===== config.mk =====
export PLATFORM = sky130hd
export DESIGN_NAME = eth_frame_rx
export DESIGN_NICKNAME = d
export VERILOG_FILES = /design/src/rtl/eth_pkg.sv /design/src/rtl/eth_crc32_d8.sv /design/src/rtl/eth_frame_rx.sv
export SDC_FILE = /design/constraint.sdc
export NUM_CORES = 1
export LEC_CHECK = 0
export BUFFER_PORTS_ARGS = -buffer_cell sky130_fd_sc_hd__buf_2
export CAP_MARGIN = 10
export CORE_ASPECT_RATIO = 1.25
export CORE_MARGIN = 10
export CORE_UTILIZATION = 45
export DETAILED_ROUTE_END_ITERATION = 8
export GPL_ROUTABILITY_DRIVEN = 0
export GPL_TIMING_DRIVEN = 1
export PLACE_DENSITY_LB_ADDON = 0.3
export SLEW_MARGIN = 0
export SYNTH_ARGS = -nofsm -noshare
export SYNTH_HDL_FRONTEND = slang
export SYNTH_SLANG_ARGS = --single-unit
export TNS_END_PERCENT = 20

===== constraint.sdc =====
create_clock -name gmii_rxc -period 6.8 [get_ports gmii_rxc]
set_clock_uncertainty 0.05 [all_clocks]
set_input_delay 1.7 -clock gmii_rxc [delete_from_list [all_inputs] [get_ports gmii_rxc]]
set_output_delay 1.7 -clock gmii_rxc [all_outputs]
set_load 0.02 [all_outputs]

===== src/rtl/eth_pkg.sv =====
// eth_pkg: shared Ethernet constants and receive FSM state encoding
package eth_pkg;
    localparam logic [2:0] ST_IDLE = 3'd0;
    localparam logic [2:0] ST_PRE  = 3'd1;
    localparam logic [2:0] ST_DATA = 3'd2;
    localparam logic [2:0] ST_DROP = 3'd3;
    localparam logic [2:0] ST_EOF  = 3'd4;
    localparam logic [7:0] PREAMBLE_BYTE = 8'h55;
    localparam logic [7:0] SFD_BYTE      = 8'hD5;
    localparam logic [31:0] CRC_POLY    = 32'hEDB88320;
    localparam logic [31:0] CRC_INIT    = 32'hFFFFFFFF;
    localparam logic [31:0] CRC_RESIDUE = 32'hDEBB20E3;
    localparam logic [10:0] MIN_FRAME   = 11'd64;
endpackage


===== src/rtl/eth_crc32_d8.sv =====
// eth_crc32_d8: byte-wide reflected CRC-32 next-state
// Ports: crc current register, d input byte, nxt register after absorbing d
module eth_crc32_d8
    import eth_pkg::*;
(
    input  logic [31:0] crc,
    input  logic [7:0]  d,
    output logic [31:0] nxt
);
    always_comb begin
        nxt = crc ^ {24'd0, d};
        for (int i = 0; i < 8; i++) nxt = nxt[0] ? (nxt >> 1) ^ CRC_POLY : nxt >> 1;
    end
endmodule


===== src/rtl/eth_frame_rx.sv =====
// eth_frame_rx: GMII receive frame parser; strips preamble/SFD and FCS, checks CRC-32
// Ports: gmii_rxc clock, rst_n sync active-low reset, gmii_rxdv/rxd/rxer GMII input,
//        rx_data/rx_valid/rx_sof payload stream, rx_eof strobe with rx_good/rx_err/rx_len
module eth_frame_rx
    import eth_pkg::*;
#(
    parameter int MAX_FRAME = 1518,
    parameter bit CHECK_CRC = 1'b1,
    parameter int LEN_W     = 11
) (
    input  logic             gmii_rxc,
    input  logic             rst_n,
    input  logic             gmii_rxdv,
    input  logic [7:0]       gmii_rxd,
    input  logic             gmii_rxer,
    output logic [7:0]       rx_data,
    output logic             rx_valid,
    output logic             rx_sof,
    output logic             rx_eof,
    output logic             rx_good,
    output logic [3:0]       rx_err,
    output logic [LEN_W-1:0] rx_len
);
    localparam logic [10:0] MAX_CNT = 11'(MAX_FRAME);
    logic             r_dv, r_er;
    logic [7:0]       r_d, s0, s1, s2, s3;
    logic [2:0]       st;
    logic [10:0]      cnt;
    logic [31:0]      crc, crc_nxt;
    logic             phy_er, ovs;
    logic [3:0]       err_v;
    eth_crc32_d8 u_crc (.crc(crc), .d(r_d), .nxt(crc_nxt));
    // a truncated frame never delivers its FCS, so its CRC bit is meaningless
    assign err_v = {phy_er, ovs, cnt < MIN_FRAME, CHECK_CRC && !ovs && crc != CRC_RESIDUE};
    always_ff @(posedge gmii_rxc) begin
        if (!rst_n) begin
            {r_dv, r_er, r_d} <= '0;
            {s0, s1, s2, s3} <= '0;
            st <= ST_IDLE;
            cnt <= '0;
            crc <= CRC_INIT;
            {phy_er, ovs} <= '0;
            {rx_data, rx_valid, rx_sof, rx_eof, rx_good, rx_err, rx_len} <= '0;
        end else begin
            r_dv <= gmii_rxdv;
            r_d <= gmii_rxd;
            r_er <= gmii_rxer;
            {rx_valid, rx_sof, rx_eof, rx_good, rx_err, rx_len} <= '0;
            case (st)
                ST_IDLE: begin
                    cnt <= '0;
                    crc <= CRC_INIT;
                    {phy_er, ovs} <= '0;
                    if (r_dv) st <= r_d == PREAMBLE_BYTE ? ST_PRE : r_d == SFD_BYTE ? ST_DATA : ST_DROP;
                end
                ST_PRE: st <= !r_dv ? ST_IDLE : r_er ? ST_DROP : r_d == SFD_BYTE ? ST_DATA :
                              r_d == PREAMBLE_BYTE ? ST_PRE : ST_DROP;
                ST_DATA: begin
                    if (!r_dv) st <= cnt > 11'd4 ? ST_EOF : ST_IDLE;
                    else if (cnt == MAX_CNT) begin
                        ovs <= 1'b1;
                        st <= ST_DROP;
                    end else begin
                        cnt <= cnt + {10'd0, cnt != '1};
                        crc <= crc_nxt;
                        phy_er <= phy_er | r_er;
                        // a byte leaves the line only once four newer bytes exist, so FCS never escapes
                        {s3, s2, s1, s0} <= {s2, s1, s0, r_d};
                        rx_data <= s3;
                        rx_valid <= cnt >= 11'd4;
                        rx_sof <= cnt == 11'd4;
                    end
                end
                ST_DROP: if (!r_dv) st <= cnt > 11'd4 ? ST_EOF : ST_IDLE;
                ST_EOF: begin
                    rx_eof <= 1'b1;
                    rx_err <= err_v;
                    rx_good <= err_v == 4'd0;
                    rx_len <= LEN_W'(cnt - 11'd4);
                    st <= ST_IDLE;
                end
                default: st <= ST_IDLE;
            endcase
        end
    end
endmodule

==> reports/results.ini <==
[global_route]
first_global_vias=3578
grt_pass1_wl_mm=17.64
grt_util_all_layers_pct=13.51
antenna_found_initial=0
grt-ovfl-total=0
grt_max_degree=54

[die]
die_w_um=116.5
die_h_um=140.6
core_area_sq_mm=0.01151
start_util_pct=45.48
die_area_sq_mm=0.01637
ios=39
rows=44

[setup_path]
r2r-start=cnt[5]$_SDFFE_PN0P_
worst-setup-path-type=in2reg
end_kind=flop
cp_max_fo=36
cp-startpoint=rst_n
cp-start-kind=input port
arrival_ps=3260
required_ps=7090

[synth]
syn-instance-count=550
ys_warn_count=0
synth_fp_nets=567
syn_area_per_cell_sq_um=9.514
syn_area_sq_mm=0.005233
synth_edf_count=0
synthDistinctLibCells=52
synth-main-ff-cell=dfxtp_1
async_flop_share_pct=0
seq_area_frac_synth_pct=44.76
ys_ff_latch=117

[flow_run]
maxCapViolations=0

[timing]
timing.final.max_slew_violations=0
slew_headroom_pct=58.98
worst_slew_pin_slew_ps=615.2
min_period_over_period_pct=43.73
fmax_ghz=0.3363
grt_setup_unrepaired=no
tns_ps=0
setup_viol=0
hold_violations=0
period_minus_slack_ps=2974

[clocking]
cts_root_buf=clkbuf_16
clock_path_buffers=2
postCtsSetupBuffers=0
clk_latency_ps=410
cts_sinks=117
cts_buffers=17
clk_pin_slew_worst_paths_ps=50
htree_levels=4
cts.repair.resized=0
cts_tree=done
cts_hold_buffers=0

[routing]
vias=3847
drtPass1Iterations=4
routed_wl_mm=10.79
via_per_inst=5.255
wire_per_inst_um=14.74
drcViolationCount=0
drt-initial-drc-count=236
antenna_left=0

[finish]
regArea_sq_mm=0.002342
layout-drive-gt1-share_pct=19.53
final_cell_count_no_fill=732
fill_cells=1018
insertedDiodeCount=0
multi_input_area_sq_mm=0.002671
synthToLayoutAreaGrowth_pct=17.24
fin_nets=598

[pwr]
peakVddDrop_mv=0.2102
p_leak_uw=0.002272
power_density_mw_per_mm2=307.0

[worst_hold_path]
min_path_type=reg2reg
hold_path_startpoint=s3[7]$_SDFFE_PN0N_

[status]
status=completed

[place]
dpl.hpwl_mm=7.340
placed_cells=700
io_buffers=38

[per-layer routing]
metal,global-route usage [%],vias up,share of wire [%]
met2,21.12,100,48
met4,6.997,0,2.0
met3,4.017,19,5.2
met1,16.26,1789,45
met5,0,-,0
li1,-,1939,-
[cells in the final DEF, fill, tap and decap left out, types with 7 or more instances in the layout]
cell       netlist  final
and2_1          14     14
nor2_1          24     24
clkbuf_16        0     17
a21oi_1         58     58
xor2_1           9      9
o22ai_2         22     22
nand2_1        114    114
nand3_1          7      7
bufinv_16        0      7
xnor2_1         54     54
nor3_1          12     12
buf_2            2     38
dfxtp_1        117    117
[cell families after synthesis]
family | synth area share, %
AO/OA/AOI/OAI | 14.90
buffers and inverters | 4.352
XOR/XNOR | 15.97
multiplexers | 0.1913
flip-flops | 44.76
AND/OR/NAND/NOR | 18.63
adder cells (fa/ha/maj) | 1.196
[power breakdown]
part | internal, uW | switching [uW]
Combinational | 65.2 | 80.9
Clock | 731 | 303
Sequential | 693 | 10.0
Total | 1490 | 394
[metrics by stage]
step	util [%]	area [sq um]	hold slack [ps]	worst slack (ps)	power [uW]
2_1_floorplan	-	5233	382.1	3876	839.5
3_3_place_gp	47.28	5440	386.5	3418	860.1
3_5_place_dp	47.28	5440	392.3	3398	861.8
4_1_cts	53.32	6135	399.3	3818	1898
5_1_grt	53.32	6135	405.5	3638	1937
6_report	53.32	6135	398.3	3826	1883
[worst max-delay path: stages]
cell	delay [ps]
buf_2	480
inv_2	60
or4_1	640
nor3_1	220
nand2_1	70
nor2_1	80
[synthesized netlist by cell type, types with 2 or more instances]
cell type / instances / share of area [%]
xnor3_1: 3 / 1.3
dfxtp_1: 117 / 45
xor2_1: 9 / 1.5
a211oi_1: 5 / 0.72
nor3_2: 2 / 0.38
xnor2_1: 54 / 9.0
o22ai_2: 22 / 5.3
inv_1: 6 / 0.43
buf_2: 2 / 0.19
nand4b_1: 5 / 0.84
nor3_1: 12 / 1.1
and2_1: 14 / 1.7
nand3_1: 7 / 0.67
ha_1: 5 / 1.2
nor4b_1: 2 / 0.33
nor2_1: 24 / 1.7
a21oi_1: 58 / 5.5
buf_6: 11 / 2.4
xnor2_4: 2 / 1.1
a22oi_1: 2 / 0.29
o21ai_0: 4 / 0.38
or3_1: 3 / 0.36
xor3_1: 2 / 0.91
o31ai_1: 3 / 0.43
xnor2_2: 6 / 1.9
nor3b_1: 2 / 0.29
nand2_1: 114 / 8.2
or4_1: 3 / 0.43
nand2b_1: 2 / 0.24
nor4_1: 5 / 0.60
o32a_1: 2 / 0.38
and4_1: 2 / 0.33
clkbuf_1: 18 / 1.3
nand4_1: 4 / 0.48
[sequential cells by signal, indices dropped and copies added (netlist names)]
register  cells
rx_good       1
crc          32
phy_er        1
st            3
rx_eof        1
r_er          1
rx_err        4
s0            8
r_d           8
rx_len       11
rx_data       8
ovs           1
s2            8
s1            8
rx_valid      1
s3            8
r_dv          1
cnt          11
rx_sof        1
[worst paths after layout]
path	endpoint	slack [ps]	depth (start not counted)
max	rx_good$_SDFF_PN0_	3830	6
max reg2reg	st[0]$_SDFFE_PN0P_	3980	6
min	rx_data[7]$_SDFFE_PN0N_	400	2
min reg2reg	rx_data[7]$_SDFFE_PN0N_	400	2
[final cells by class]
class	instances	area share, %
clock buffer	18	7.159
sequential	117	38.18
multi-input combinational	395	43.54
inverter	7	0.4283
timing repair buffer	43	3.712
clock inverter	14	4.161
tap	138	2.815
(Power assumes the default switching activity.)
